===== src/rtl/snake_game_ctrl.sv =====
// snake_game_ctrl
// Round sequencer for the snake game: game-state FSM (idle/play/pause/over),
// move-tick timer, step handshake with the snake datapath, score tally and
// food placement by scanning the snake body memory for a free cell.
// Optional feature macro: SNAKE_SPEEDUP_EN. When defined, the move period
// shrinks by TICK_STEP per food eaten, down to TICK_MIN. Otherwise the
// period is fixed at TICK_INIT.
module snake_game_ctrl #(
   parameter int GRID_W    = 40,
   parameter int GRID_H    = 30,
   parameter int TICK_INIT = 5_000_000,
   parameter int TICK_MIN  = 1_000_000,
   parameter int TICK_STEP = 250_000,
   parameter int RETRY_MAX = 8
) (
   input  logic        clk_i,
   input  logic        rst_ni,
   input  logic        key_valid_i,
   input  logic [7:0]  key_code_i,
   input  logic [15:0] random_num_i,
   output logic        step_req_o,
   input  logic        step_ack_i,
   input  logic [1:0]  step_result_i,
   input  logic [7:0]  snake_length_i,
   output logic [7:0]  body_rd_addr_o,
   input  logic [5:0]  body_rd_x_i,
   input  logic [5:0]  body_rd_y_i,
   output logic        game_reset_o,
   output logic [5:0]  food_x_o,
   output logic [5:0]  food_y_o,
   output logic        food_valid_o,
   output logic [1:0]  state_o,
   output logic [15:0] score_o,
   output logic [23:0] tick_period_o
);

   typedef enum logic [1:0] {
      ST_IDLE  = 2'b00,
      ST_PLAY  = 2'b01,
      ST_PAUSE = 2'b10,
      ST_OVER  = 2'b11
   } game_state_e;

   // Sub-phases of PLAY: running the timer, waiting for the datapath,
   // one settling cycle after game_reset, and the two placement phases.
   typedef enum logic [2:0] {
      PH_RUN,
      PH_WAIT,
      PH_START,
      PH_GEN,
      PH_SCAN
   } phase_e;

   localparam logic [5:0]  X_MOD       = 6'(GRID_W - 2);
   localparam logic [5:0]  Y_MOD       = 6'(GRID_H - 2);
   localparam logic [5:0]  X_LAST      = 6'(GRID_W - 2);
   localparam logic [5:0]  Y_LAST      = 6'(GRID_H - 2);
   localparam logic [7:0]  RETRY_LIM   = 8'(RETRY_MAX);
   localparam logic [23:0] PERIOD_INIT = 24'(TICK_INIT);

   game_state_e state_q;
   phase_e      phase_q;
   logic        step_req_q;
   logic        game_reset_q;
   logic        food_valid_q;
   logic [5:0]  food_x_q;
   logic [5:0]  food_y_q;
   logic [5:0]  cand_x_q;
   logic [5:0]  cand_y_q;
   logic [15:0] score_q;
   logic [23:0] tick_cnt_q;
   logic [7:0]  body_rd_addr_q;
   logic [7:0]  retry_q;
   logic        cmp_valid_q;
   logic        cmp_last_q;

   logic        space_key;
   logic        pause_key;
   logic        start_game;
   logic        food_eaten;
   logic        body_hit;
   logic        scan_last;
   logic        tick_hit;
   logic [23:0] period_cur;
   logic [5:0]  rand_x;
   logic [5:0]  rand_y;
   logic [5:0]  raster_x;
   logic [5:0]  raster_y;
   logic [5:0]  cand_x_d;
   logic [5:0]  cand_y_d;
   logic        sig_unused;

   // Only the 6-bit x and y fields of the random word feed the candidate.
   assign sig_unused = ^{random_num_i[15:14], random_num_i[7:6]};

   // Key decode and the two events that also drive the period register.
   always_comb begin
      space_key  = key_valid_i && (key_code_i == 8'h29);
      pause_key  = key_valid_i && (key_code_i == 8'h4D);
      start_game = (state_q == ST_IDLE) && space_key;
      food_eaten = (state_q == ST_PLAY) && (phase_q == PH_WAIT) &&
                   step_ack_i && (step_result_i == 2'b01);
   end

   // Food candidate: a random interior cell, or once the retry budget is
   // spent, the raster successor of the last rejected candidate so that
   // placement always terminates even on a crowded board.
   always_comb begin
      rand_x = 6'd1 + (random_num_i[5:0] % X_MOD);
      rand_y = 6'd1 + (random_num_i[13:8] % Y_MOD);
      if (cand_x_q >= X_LAST) begin
         raster_x = 6'd1;
         raster_y = (cand_y_q >= Y_LAST) ? 6'd1 : cand_y_q + 6'd1;
      end else begin
         raster_x = cand_x_q + 6'd1;
         raster_y = cand_y_q;
      end
      if (retry_q >= RETRY_LIM) begin
         cand_x_d = raster_x;
         cand_y_d = raster_y;
      end else begin
         cand_x_d = rand_x;
         cand_y_d = rand_y;
      end
   end

   // Scan compare: body data returned this cycle belongs to the address
   // issued last cycle; scan_last marks the final body index being issued.
   always_comb begin
      body_hit  = cmp_valid_q && (body_rd_x_i == cand_x_q) && (body_rd_y_i == cand_y_q);
      scan_last = ({1'b0, body_rd_addr_q} + 9'd1) >= {1'b0, snake_length_i};
      tick_hit  = (tick_cnt_q == (period_cur - 24'd1));
   end

`ifdef SNAKE_SPEEDUP_EN
   localparam logic [23:0] PERIOD_MIN  = 24'(TICK_MIN);
   localparam logic [23:0] PERIOD_STEP = 24'(TICK_STEP);

   logic [23:0] tick_period_q;
   logic [23:0] tick_period_d;

   // Next period after a food: one step faster, clamped at the minimum.
   always_comb begin
      if (tick_period_q >= (PERIOD_MIN + PERIOD_STEP)) begin
         tick_period_d = tick_period_q - PERIOD_STEP;
      end else begin
         tick_period_d = PERIOD_MIN;
      end
   end

   // Move period register: restored on every new game, shortened per food.
   always_ff @(posedge clk_i or negedge rst_ni) begin
      if (!rst_ni) begin
         tick_period_q <= PERIOD_INIT;
      end else if (start_game) begin
         tick_period_q <= PERIOD_INIT;
      end else if (food_eaten) begin
         tick_period_q <= tick_period_d;
      end
   end

   assign period_cur = tick_period_q;
`else
   localparam logic [23:0] unused_speed_cfg = 24'(TICK_MIN) ^ 24'(TICK_STEP);

   assign period_cur = PERIOD_INIT;
`endif

   // Game sequencer: state, PLAY sub-phase, tick timer, step handshake,
   // score and the food placement scan, all registered.
   always_ff @(posedge clk_i or negedge rst_ni) begin
      if (!rst_ni) begin
         state_q        <= ST_IDLE;
         phase_q        <= PH_RUN;
         step_req_q     <= 1'b0;
         game_reset_q   <= 1'b0;
         food_valid_q   <= 1'b0;
         food_x_q       <= 6'd0;
         food_y_q       <= 6'd0;
         cand_x_q       <= 6'd0;
         cand_y_q       <= 6'd0;
         score_q        <= 16'd0;
         tick_cnt_q     <= 24'd0;
         body_rd_addr_q <= 8'd0;
         retry_q        <= 8'd0;
         cmp_valid_q    <= 1'b0;
         cmp_last_q     <= 1'b0;
      end else begin
         step_req_q   <= 1'b0;
         game_reset_q <= 1'b0;
         case (state_q)
            ST_IDLE: begin
               if (start_game) begin
                  state_q      <= ST_PLAY;
                  phase_q      <= PH_START;
                  game_reset_q <= 1'b1;
                  score_q      <= 16'd0;
                  food_valid_q <= 1'b0;
                  tick_cnt_q   <= 24'd0;
                  retry_q      <= 8'd0;
               end
            end
            ST_PLAY: begin
               case (phase_q)
                  PH_START: begin
                     phase_q <= PH_GEN;
                  end
                  PH_GEN: begin
                     cand_x_q       <= cand_x_d;
                     cand_y_q       <= cand_y_d;
                     body_rd_addr_q <= 8'd0;
                     cmp_valid_q    <= 1'b0;
                     cmp_last_q     <= 1'b0;
                     phase_q        <= PH_SCAN;
                  end
                  PH_SCAN: begin
                     if (body_hit) begin
                        phase_q        <= PH_GEN;
                        body_rd_addr_q <= 8'd0;
                        cmp_valid_q    <= 1'b0;
                        cmp_last_q     <= 1'b0;
                        if (retry_q < RETRY_LIM) begin
                           retry_q <= retry_q + 8'd1;
                        end
                     end else if (cmp_valid_q && cmp_last_q) begin
                        food_x_q       <= cand_x_q;
                        food_y_q       <= cand_y_q;
                        food_valid_q   <= 1'b1;
                        body_rd_addr_q <= 8'd0;
                        cmp_valid_q    <= 1'b0;
                        cmp_last_q     <= 1'b0;
                        tick_cnt_q     <= 24'd0;
                        phase_q        <= PH_RUN;
                     end else begin
                        cmp_valid_q <= 1'b1;
                        cmp_last_q  <= scan_last;
                        if (!scan_last) begin
                           body_rd_addr_q <= body_rd_addr_q + 8'd1;
                        end
                     end
                  end
                  PH_RUN: begin
                     if (pause_key) begin
                        state_q <= ST_PAUSE;
                     end else if (tick_hit) begin
                        step_req_q <= 1'b1;
                        phase_q    <= PH_WAIT;
                     end else begin
                        tick_cnt_q <= tick_cnt_q + 24'd1;
                     end
                  end
                  PH_WAIT: begin
                     if (step_ack_i) begin
                        tick_cnt_q <= 24'd0;
                        case (step_result_i)
                           2'b01: begin
                              if (score_q != 16'hFFFF) begin
                                 score_q <= score_q + 16'd1;
                              end
                              food_valid_q <= 1'b0;
                              retry_q      <= 8'd0;
                              phase_q      <= PH_GEN;
                           end
                           2'b10: begin
                              state_q <= ST_OVER;
                              phase_q <= PH_RUN;
                           end
                           default: begin
                              phase_q <= PH_RUN;
                           end
                        endcase
                     end
                  end
                  default: begin
                     phase_q <= PH_RUN;
                  end
               endcase
            end
            ST_PAUSE: begin
               if (pause_key) begin
                  state_q <= ST_PLAY;
               end
            end
            ST_OVER: begin
               if (space_key) begin
                  state_q <= ST_IDLE;
               end
            end
            default: begin
               state_q <= ST_IDLE;
            end
         endcase
      end
   end

   assign step_req_o     = step_req_q;
   assign game_reset_o   = game_reset_q;
   assign body_rd_addr_o = body_rd_addr_q;
   assign food_x_o       = food_x_q;
   assign food_y_o       = food_y_q;
   assign food_valid_o   = food_valid_q;
   assign state_o        = state_q;
   assign score_o        = score_q;
   assign tick_period_o  = period_cur;

endmodule

===== config.mk =====
export PLATFORM = sky130hd
export DESIGN_NAME = snake_game_ctrl
export DESIGN_NICKNAME = d
export VERILOG_FILES = /design/src/rtl/snake_game_ctrl.sv
export SDC_FILE = /design/constraint.sdc
export NUM_CORES = 1
export LEC_CHECK = 0
export ABC_CLOCK_PERIOD_IN_PS = 3850
export BUFFER_PORTS_ARGS = -buffer_cell sky130_fd_sc_hd__buf_4
export CORE_MARGIN = 2
export CORE_UTILIZATION = 55
export DETAILED_ROUTE_END_ITERATION = 8
export PLACE_DENSITY = 0.79
export SETUP_SLACK_MARGIN = 0.5
export SYNTH_ARGS = -nofsm -noshare
export SYNTH_HDL_FRONTEND = slang
export SYNTH_SLANG_ARGS = --single-unit

===== constraint.sdc =====
create_clock -name clk_i -period 3.85 [get_ports clk_i]
set_input_delay 0.385 -clock clk_i [delete_from_list [all_inputs] [get_ports clk_i]]
set_output_delay 0.385 -clock clk_i [all_outputs]
set_load 0.01 [all_outputs]

* Word-level counts from Yosys, hierarchy flattened
Index checks and enable logic that the tools add are counted.
** Word-level totals
- Register bits after elaboration :: 90
- Bits of input ports :: 50
- Output and inout bits :: 65
- Logic and storage cells :: 158
** Cells by class
- Reduce and logical (&&, ||, !) cells :: 21
- Bitwise operators :: 1
- $add $sub $neg :: 9
- Div/mod/pow operators :: 2
- Order comparisons :: 5
- Eq/ne operators :: 39
- Muxes and demuxes :: 66
** Operators by type and width (count)
- 2-to-1 mux 24 bit :: 6
- 2-to-1 mux 16 bit :: 5
- one-hot mux 24 bit (3 select lines) :: 1
- 2-to-1 mux 8 bit :: 8
- one-hot mux 24 bit (2 select lines) :: 1
- one-hot mux 8 bit (2 select lines) :: 3
- one-hot mux 16 bit (2 select lines) :: 1
- 2-to-1 mux 6 bit :: 5
- inequality test 3 bit, second input constant :: 9
- adder 24 x 1 -> 24 bit, second input constant :: 1
- == test 24 x 23 -> 1 bit, second input constant :: 1
- AND reduction 7 bit :: 3
- 2-to-1 mux 3 bit :: 6
- adder 16 x 1 -> 16 bit, second input constant :: 1
- adder 8 x 1 -> 8 bit, second input constant :: 2
- inequality test 16 bit, second input constant :: 1
- 2-to-1 mux 1 bit :: 15
- one-hot mux 3 bit (5 select lines) :: 1
- 2-to-1 mux 2 bit :: 7
- adder 1 x 6 -> 6 bit, first input constant :: 2
- adder 6 x 1 -> 6 bit, second input constant :: 2
- == test 6 bit :: 2
- AND reduction 6 bit :: 2
- inequality test 2 bit, second input constant :: 5
- other kinds (33) :: 53

* Longest topological paths before layout
Gate-level depths: netlist of run 1.
- Word-level depth :: 6
- Mapped depth :: 11
- Depth with buffers taken out :: 11

* Least setup slack after synthesis of run 1
Ideal clock, no wire load.
- Path type :: register to register
- Start point :: register body_rd_addr_q[2] (netlist: body_rd_addr_o[2])
- End point :: register body_rd_addr_q[3] (netlist: body_rd_addr_o[3])
- Path slack :: 1.062 ns
- Clock period less this slack :: 2.788 ns
- Buffers on the path :: 0
- Library setup time :: 0.125 ns
- Cell stages (with the launch flop) :: 12
- Required time :: 3.725 ns
- Arrival :: 2.664 ns
- Cell sequence :: dfrtp_1 -> and3_1 -> and3_1 -> nand3_1 -> xnor2_1 -> ha_1 -> o2111ai_1 -> o21ai_0 -> a311oi_1 -> o31ai_1 -> a21boi_4 -> mux2_2
** Between the ends
- Longest elaborated chain between the ends :: 5
- Elaborated cells on any way between the ends :: 9
- Those cells by class :: add/sub (2); order compare (1); eq/ne (1); mux (4); reduce/logical (1)
** Ends and longest elaborated chain
- start: declaration :: line 72 : logic [7:0] body_rd_addr_q;
- start signal: assignment :: line 238 : body_rd_addr_q <= body_rd_addr_q + 8'd1;
- parallel branches: the longest is 5 deep, another holds adder 8 x 1 -> 9 bit
Several ways; the timed one is not identified. The select of a mux whose other input is x is not followed.
A chain may end at the register's enable or synchronous reset.

* Worst setup path in the final report of run 1
Ends and elaborated chain as after synthesis.

==> flow_metrics.env, run 1 <==
export IMPL_gp_congestion=0.911
export IMPL_grt_max_degree=62
export IMPL_drt_iter0_markers=343
export IMPL_cts_made_buffers=9
export IMPL_cts_resized=0
export IMPL_vias=5249
export IMPL_combPwrFrac_pct=37.2
export IMPL_vias_per_cell=6.05
export IMPL_cp_slowest_cell="dfrtp_1"
export IMPL_dp_slack_ns=0.784
export IMPL_antenna_cells=0
export IMPL_setup_viol_count_final=0
export IMPL_mostFrequentLayoutCells="94 x buf_4, 90 x dfrtp_1, 46 x nand2_1, 37 x a21oi_1, 35 x nor2_1"
export IMPL_worstReg2RegEnd="body_rd_addr_o[3]"
export IMPL_top_usage_layer="met2"
export IMPL_synth_xor_area_share_pct=5.16
export IMPL_antenna_left=0
export IMPL_critPathArrivalTime_ns=3.37
export IMPL_yosys_warnings=0
export IMPL_use_met3_pct=2.95
export IMPL_reg2reg_slack_ns=0.72
export IMPL_power_density_nw_per_um2=486
export IMPL_io_pins=115
export IMPL_p_leak_nw=3.15
export IMPL_core_um2=10400
export IMPL_hpwl_um=9790
export IMPL_finalNetCount=797
export IMPL_synth_simple_area_share_pct=23.1
export IMPL_final_hold_violation_count=0
export IMPL_fin_tns_setup_ns=0
export IMPL_grt_pass1_vias=4918
export IMPL_hp_class="in2async"
export IMPL_yosys_area_share_adder_pct=4.76
export IMPL_grt_setup_unrepaired="no"
export IMPL_min_period_ns=3.13
export IMPL_areaGrowthSynthToFinish_pct=14.8
export IMPL_slew_viol_final=0
export IMPL_status="complete, no violations"
export IMPL_reg2reg_depth=11
export IMPL_path_cells="and3_1, and3_1, nand3_1, xnor2_1, ha_1, o2111ai_1, o21ai_0, a311oi_1, o31ai_1, a21boi_4, mux2_2"
export IMPL_p_seq_share_pct=41.6
export IMPL_path_class="reg2reg"
export IMPL_worstMarginPinSlew_ns=0.793
export IMPL_syn_inst=648
export IMPL_cap_violations=0
export IMPL_slew_headroom_pct=46.7
export IMPL_ys_seq_area_share_pct=37.9
export IMPL_hold_slack_ns=0.0910
export IMPL_vdd_drop_max_mv=0.331
export IMPL_firstDrtPassIters=7
export IMPL_r2r_start="body_rd_addr_o[2]"
export IMPL_ys_async_sr_fraction_pct=100
export IMPL_tritoncts="built"
export IMPL_synth_compound_area_share_pct=18.3
export IMPL_synth_edf_count=0
export IMPL_io_buffer_count=86
export IMPL_use_met1_pct=33.0
export IMPL_cts_root_buf="clkbuf_8"
export IMPL_synthDistinctLibCells=79
export IMPL_syn_area_um2=5940
export IMPL_switching_power_w=0.00131
export IMPL_clk_pin_slew_worst_paths_ns=0.09
export IMPL_cts_setup_buffers=0
export IMPL_layout_setup_ws_ns=0.721
export IMPL_cp_start_kind="flop"
export IMPL_intPower_w=0.00201
export IMPL_clock_sinks=90
export IMPL_final_common_cell="buf_4"
export IMPL_grtUsageTotal_pct=23.6
export IMPL_routed_wl_um=13300
export IMPL_grt_overflow=0
export IMPL_clkLatencyLatePin_ns=0.35
export IMPL_ys_ff_latch=90
export IMPL_grt_first_pass_wirelength_um=22700
export IMPL_rows=37
export IMPL_ys_flop_type="dfrtp_1"
export IMPL_crit_family="compound AO/OA/AOI/OAI gates"
export IMPL_avgSynthCellArea_um2=9.17
export IMPL_die_width_um=108
export IMPL_swShare_pct=39.3
export IMPL_drive_above_1_share_pct=19.0
export IMPL_fin_skew_ns=0.00804
export IMPL_cp_num_buf_inv=0
export IMPL_worst_path_max_fanout=9
export IMPL_cts_hold_buf=0
export IMPL_synthMuxAreaShare_pct=3.91
export IMPL_remaining_drc_errors=0
export IMPL_use_met2_pct=39.2
export IMPL_synth_top_family_by_area="simple AND/OR/NAND/NOR gates"
export IMPL_clockPowerShare_pct=21.1
export IMPL_start_util_pct=57.1
export IMPL_die_area_um2=11700
export IMPL_cp_end_kind="flop"
export IMPL_max_stage_delay_ns=0.49
export IMPL_cp_required_ns=4.09
export IMPL_fp_dieH_um=108
export IMPL_crit_top_cell="and3_1"
export IMPL_fill_cells=846
export IMPL_fmax_ghz=0.320
export IMPL_clk_path_buf_depth=2
export IMPL_antenna_found_initial=0
export IMPL_period_share_pct=81.3
export IMPL_wl_per_cell_um=15.4
export IMPL_htreeDepth=3
[kinds of logic after synthesis]
group | count (synthesis)
compound gates | 160
simple gates | 241
flops | 90
other cells | 2
buf+inv | 76
fa+ha+maj | 23
mux | 21
xor+xnor | 35
[cell usage after synthesis, types with 7 or more instances]
library cell / number / area (µm²)
a21oi_1: 37 / 185
and2_1: 9 / 56.3
and3_1: 17 / 106
buf_2: 8 / 40.0
buf_4: 25 / 188
clkbuf_1: 14 / 52.6
dfrtp_1: 90 / 2250
ha_1: 21 / 263
inv_1: 27 / 101
mux2_2: 15 / 169
nand2_1: 46 / 173
nand2b_1: 10 / 62.6
nand3_1: 30 / 150
nand4_1: 15 / 93.8
nor2_1: 35 / 131
nor2b_1: 14 / 87.6
nor3_1: 17 / 85.1
o21ai_0: 32 / 160
o31ai_1: 9 / 67.6
or4_1: 7 / 52.6
xnor2_1: 18 / 158
xor2_1: 17 / 149
[metal layers]
metal  up-vias  wire length, µm
li1       2496                -
met1      2565             6150
met2       175             6320
met3        13              741
met4         0              108
met5         -                0
[worst max-delay path by stage]
stage               depth (start not counted)           endpoint               from
finish                                     11  body_rd_addr_o[3]  body_rd_addr_o[2]
global route                               11  body_rd_addr_o[3]  body_rd_addr_o[2]
CTS                                        11  body_rd_addr_o[3]  body_rd_addr_o[2]
detailed placement                         11  body_rd_addr_o[3]  body_rd_addr_o[2]
global placement                           11  body_rd_addr_o[3]  body_rd_addr_o[2]
floorplan                                  11  body_rd_addr_o[3]  body_rd_addr_o[2]
[power by group through the flow]
stage	Clock, W	Sequential (W)	Combinational, W
finish	0.000702	0.00138	0.00124
global placement	0	0.00138	0.00119
global route	0.000762	0.00142	0.00138
floorplan	0	0.00129	0.000920
detailed placement	0	0.00139	0.00124
CTS	0.000715	0.00138	0.00124
[final cells by class]
type                       instances  area, µm²  area share (%)
tap                              136        170            2.49
inverter                          27        101            1.49
timing repair buffer              94        706            10.3
multi-input combinational        504       3370            49.4
clock inverter                     3       45.0           0.660
sequential                        90       2250            33.0
clock buffer                      13        179            2.62
[state kept, by name (all words and copies together) (netlist names)]
| signal | flops |
|---|---|
| state_o | 2 |
| food_valid_o | 1 |
| step_req_o | 1 |
| phase_q | 3 |
| game_reset_o | 1 |
| food_y_o | 6 |
| tick_cnt_q | 24 |
| body_rd_addr_o | 8 |
| retry_q | 8 |
| cmp_valid_q | 1 |
| food_x_o | 6 |
| score_o | 16 |
| cand_y_q | 6 |
| cand_x_q | 6 |
| cmp_last_q | 1 |
[per-stage QoR]
| stage | cell area [µm²] | utilization [%] | power (W) | cells |
|---|---|---|---|---|
| 6_report | 6820 | 65.5 | 0.00332 | 867 |
| 5_1_grt | 6820 | 65.5 | 0.00356 | 867 |
| 4_1_cts | 6820 | 65.5 | 0.00333 | 867 |
| 3_5_place_dp | 6600 | 63.4 | 0.00263 | 851 |
| 3_3_place_gp | 6600 | 63.4 | 0.00257 | 851 |
| 2_1_floorplan | 6030 | - | 0.00221 | 670 |
[worst reg2reg max path: cells and delay by family, from the launching register on]
family	cells	cell delay [ns]
simple gates	3	0.59
mux	1	0.37
flops	1	0.49
xor+xnor	1	0.20
compound gates	5	1.08
fa+ha+maj	1	0.29
Power figures use the tool's default switching activity.
==> run 2: changes to the inputs <==
--- a/config.mk
+++ b/config.mk
@@ -5,7 +5,7 @@
 export SDC_FILE = /design/constraint.sdc
 export NUM_CORES = 1
 export LEC_CHECK = 0
-export ABC_CLOCK_PERIOD_IN_PS = 3850
+export ABC_CLOCK_PERIOD_IN_PS = 3100
 export BUFFER_PORTS_ARGS = -buffer_cell sky130_fd_sc_hd__buf_4
 export CORE_MARGIN = 2
 export CORE_UTILIZATION = 55
==> constraint.sdc (replaced) <==
create_clock -name clk_i -period 3.1 [get_ports clk_i]
set_input_delay 0.31 -clock clk_i [delete_from_list [all_inputs] [get_ports clk_i]]
set_output_delay 0.31 -clock clk_i [all_outputs]
set_load 0.01 [all_outputs]
==> flow_metrics.env, run 2 (synthesized netlist as in run 1, its figures left out) <==
export IMPL_status="complete, no violations"
export IMPL_fin_tns_setup_ns=0
export IMPL_largest_reg_flops=24
export IMPL_clk_pin_slew_worst_paths_ns=0.10
export IMPL_grt_setup_unrepaired="yes"
export IMPL_setup_viol_count_final=0
export IMPL_clock_sinks=90
export IMPL_power_density_nw_per_um2=600
export IMPL_cp_end_kind="flop"
export IMPL_wl_per_cell_um=16.6
export IMPL_p_total_w=0.00428
export IMPL_cap_violations=0
export IMPL_cp_num_buf_inv=1
export IMPL_die_area_um2=11700
export IMPL_start_util_pct=57.1
export IMPL_path_class="reg2reg"
export IMPL_grt_overflow=0
export IMPL_period_share_pct=87.9
export IMPL_largest_register="tick_cnt_q"
export IMPL_slew_headroom_pct=53.3
export IMPL_antenna_found_initial=0
export IMPL_io_buffer_count=86
export IMPL_core_um2=10400
export IMPL_gp_congestion=0.891
export IMPL_p_leak_nw=3.27
export IMPL_tritoncts="built"
export IMPL_finalNetCount=817
export IMPL_hold_slack_ns=0.288
export IMPL_min_period_ns=2.72
export IMPL_areaGrowthSynthToFinish_pct=20.1
export IMPL_vdd_drop_max_mv=0.406
export IMPL_grtUsageTotal_pct=26.4
export IMPL_fin_skew_ns=0.0188
export IMPL_hp_class="in2reg"
export IMPL_antenna_left=0
export IMPL_worst_path_max_fanout=8
export IMPL_fmax_ghz=0.367
export IMPL_clk_path_buf_depth=2
export IMPL_clkLatencyLatePin_ns=0.38
export IMPL_worstMarginPinSlew_ns=0.701
export IMPL_mostFrequentLayoutCells="111 x buf_4, 86 x dfrtp_1, 46 x nand2_1, 37 x a21oi_1, 34 x nor2_1"
export IMPL_firstDrtPassIters=5
export IMPL_grt_first_pass_wirelength_um=24600
export IMPL_max_stage_delay_ns=0.38
export IMPL_antenna_cells=0
export IMPL_slew_viol_final=0
export IMPL_final_common_cell="buf_4"
export IMPL_routed_wl_um=14700
export IMPL_fp_dieH_um=108
export IMPL_final_cells=887
export IMPL_io_pins=115
export IMPL_grt_pass1_vias=5220
export IMPL_cts_root_buf="clkbuf_8"
export IMPL_cp_start_kind="flop"
export IMPL_crit_top_cell="and3_4"
export IMPL_cts_made_buffers=9
export IMPL_final_hold_violation_count=0
export IMPL_cp_required_ns=3.37
export IMPL_hpwl_um=10400
export IMPL_remaining_drc_errors=0
export IMPL_die_width_um=108
export IMPL_drt_iter0_markers=377
export IMPL_grt_max_degree=56
export IMPL_rows=37
export IMPL_crit_family="compound AO/OA/AOI/OAI gates"
export IMPL_dp_cells=853
export IMPL_htreeDepth=3
export IMPL_vias=5374
export IMPL_cp_slowest_cell="dfrtp_2"
export IMPL_vias_per_cell=6.06
export IMPL_dp_slack_ns=0.219
export IMPL_critPathArrivalTime_ns=2.99
export IMPL_layout_setup_ws_ns=0.376
export IMPL_drive_above_1_share_pct=24.1
export IMPL_path_cells="and3_4, and3_4, nand3_4, xnor2_4, ha_4, o2111ai_2, o21ai_1, a311oi_2, o31ai_4, a21boi_4, buf_12, mux2_4"
## run 2: stage by stage
stage          instance area (µm²)  utilization (%)
2_1_floorplan                 6060                -
3_3_place_gp                  6660             63.9
3_5_place_dp                  6660             63.9
4_1_cts                       7040             67.6
5_1_grt                       7140             68.5
6_report                      7140             68.5
## run 2: final timing paths
path / slack, ns / depth (start not counted) / start / endpoint
setup / recovery: 0.38 / 12 / body_rd_addr_o[3] / body_rd_addr_o[4]
hold / removal: 0.29 / 3 / random_num_i[0] / cand_x_q[0]
setup reg to reg: 0.38 / 12 / body_rd_addr_o[3] / body_rd_addr_o[4]
hold reg to reg: 0.51 / 1 / retry_q[3] / retry_q[3]
max in group asynchronous: 1.84 / 3 / rst_ni / body_rd_addr_o[5]
min in group asynchronous: 0.52 / 2 / rst_ni / score_o[7]
## run 2: layout make-up
cell class / instances / area, µm²
Inverter: 27 / 101
Tap cell: 136 / 170
Fill cell: 781 / 3280
Timing Repair Buffer: 114 / 875
Clock buffer: 10 / 138
Clock inverter: 6 / 66.3
Sequential cell: 90 / 2260
Multi-Input combinational cell: 504 / 3530
## run 2: power by group
part           switching [W]  internal (W)
logic               0.000977      0.000761
registers           0.000312       0.00139
clock network       0.000449      0.000394
total                0.00174       0.00254
## run 2: repair_timing
| item | 4_1_cts | 5_1_grt |
|---|---|---|
| hold buffers | 1 | 0 |
| endpoints found under the hold margin | 27 | 0 |
| buffers inserted | 14 | 3 |
| resized for setup | 9 | 12 |
| pin swaps | 8 | 5 |
| cloned | 0 | 0 |
| setup endpoints to repair | 23 | 23 |
## run 2: metal layers
metal  vias to the layer above  global-route usage (%)  wire, µm
met5                         -                       0         0
met4                         0                    7.60       233
met3                        22                    5.67       848
met2                       205                    44.3      7260
met1                      2610                    34.5      6380
li1                       2537                       -         -
## run 2: worst register-to-register path, delay by kind of cell (launching register included)
family	cells	cell delay (ns)
mux	1	0.29
buf+inv	1	0.14
compound gates	5	0.78
xor+xnor	1	0.22
flops	1	0.38
fa+ha+maj	1	0.25
simple gates	3	0.55
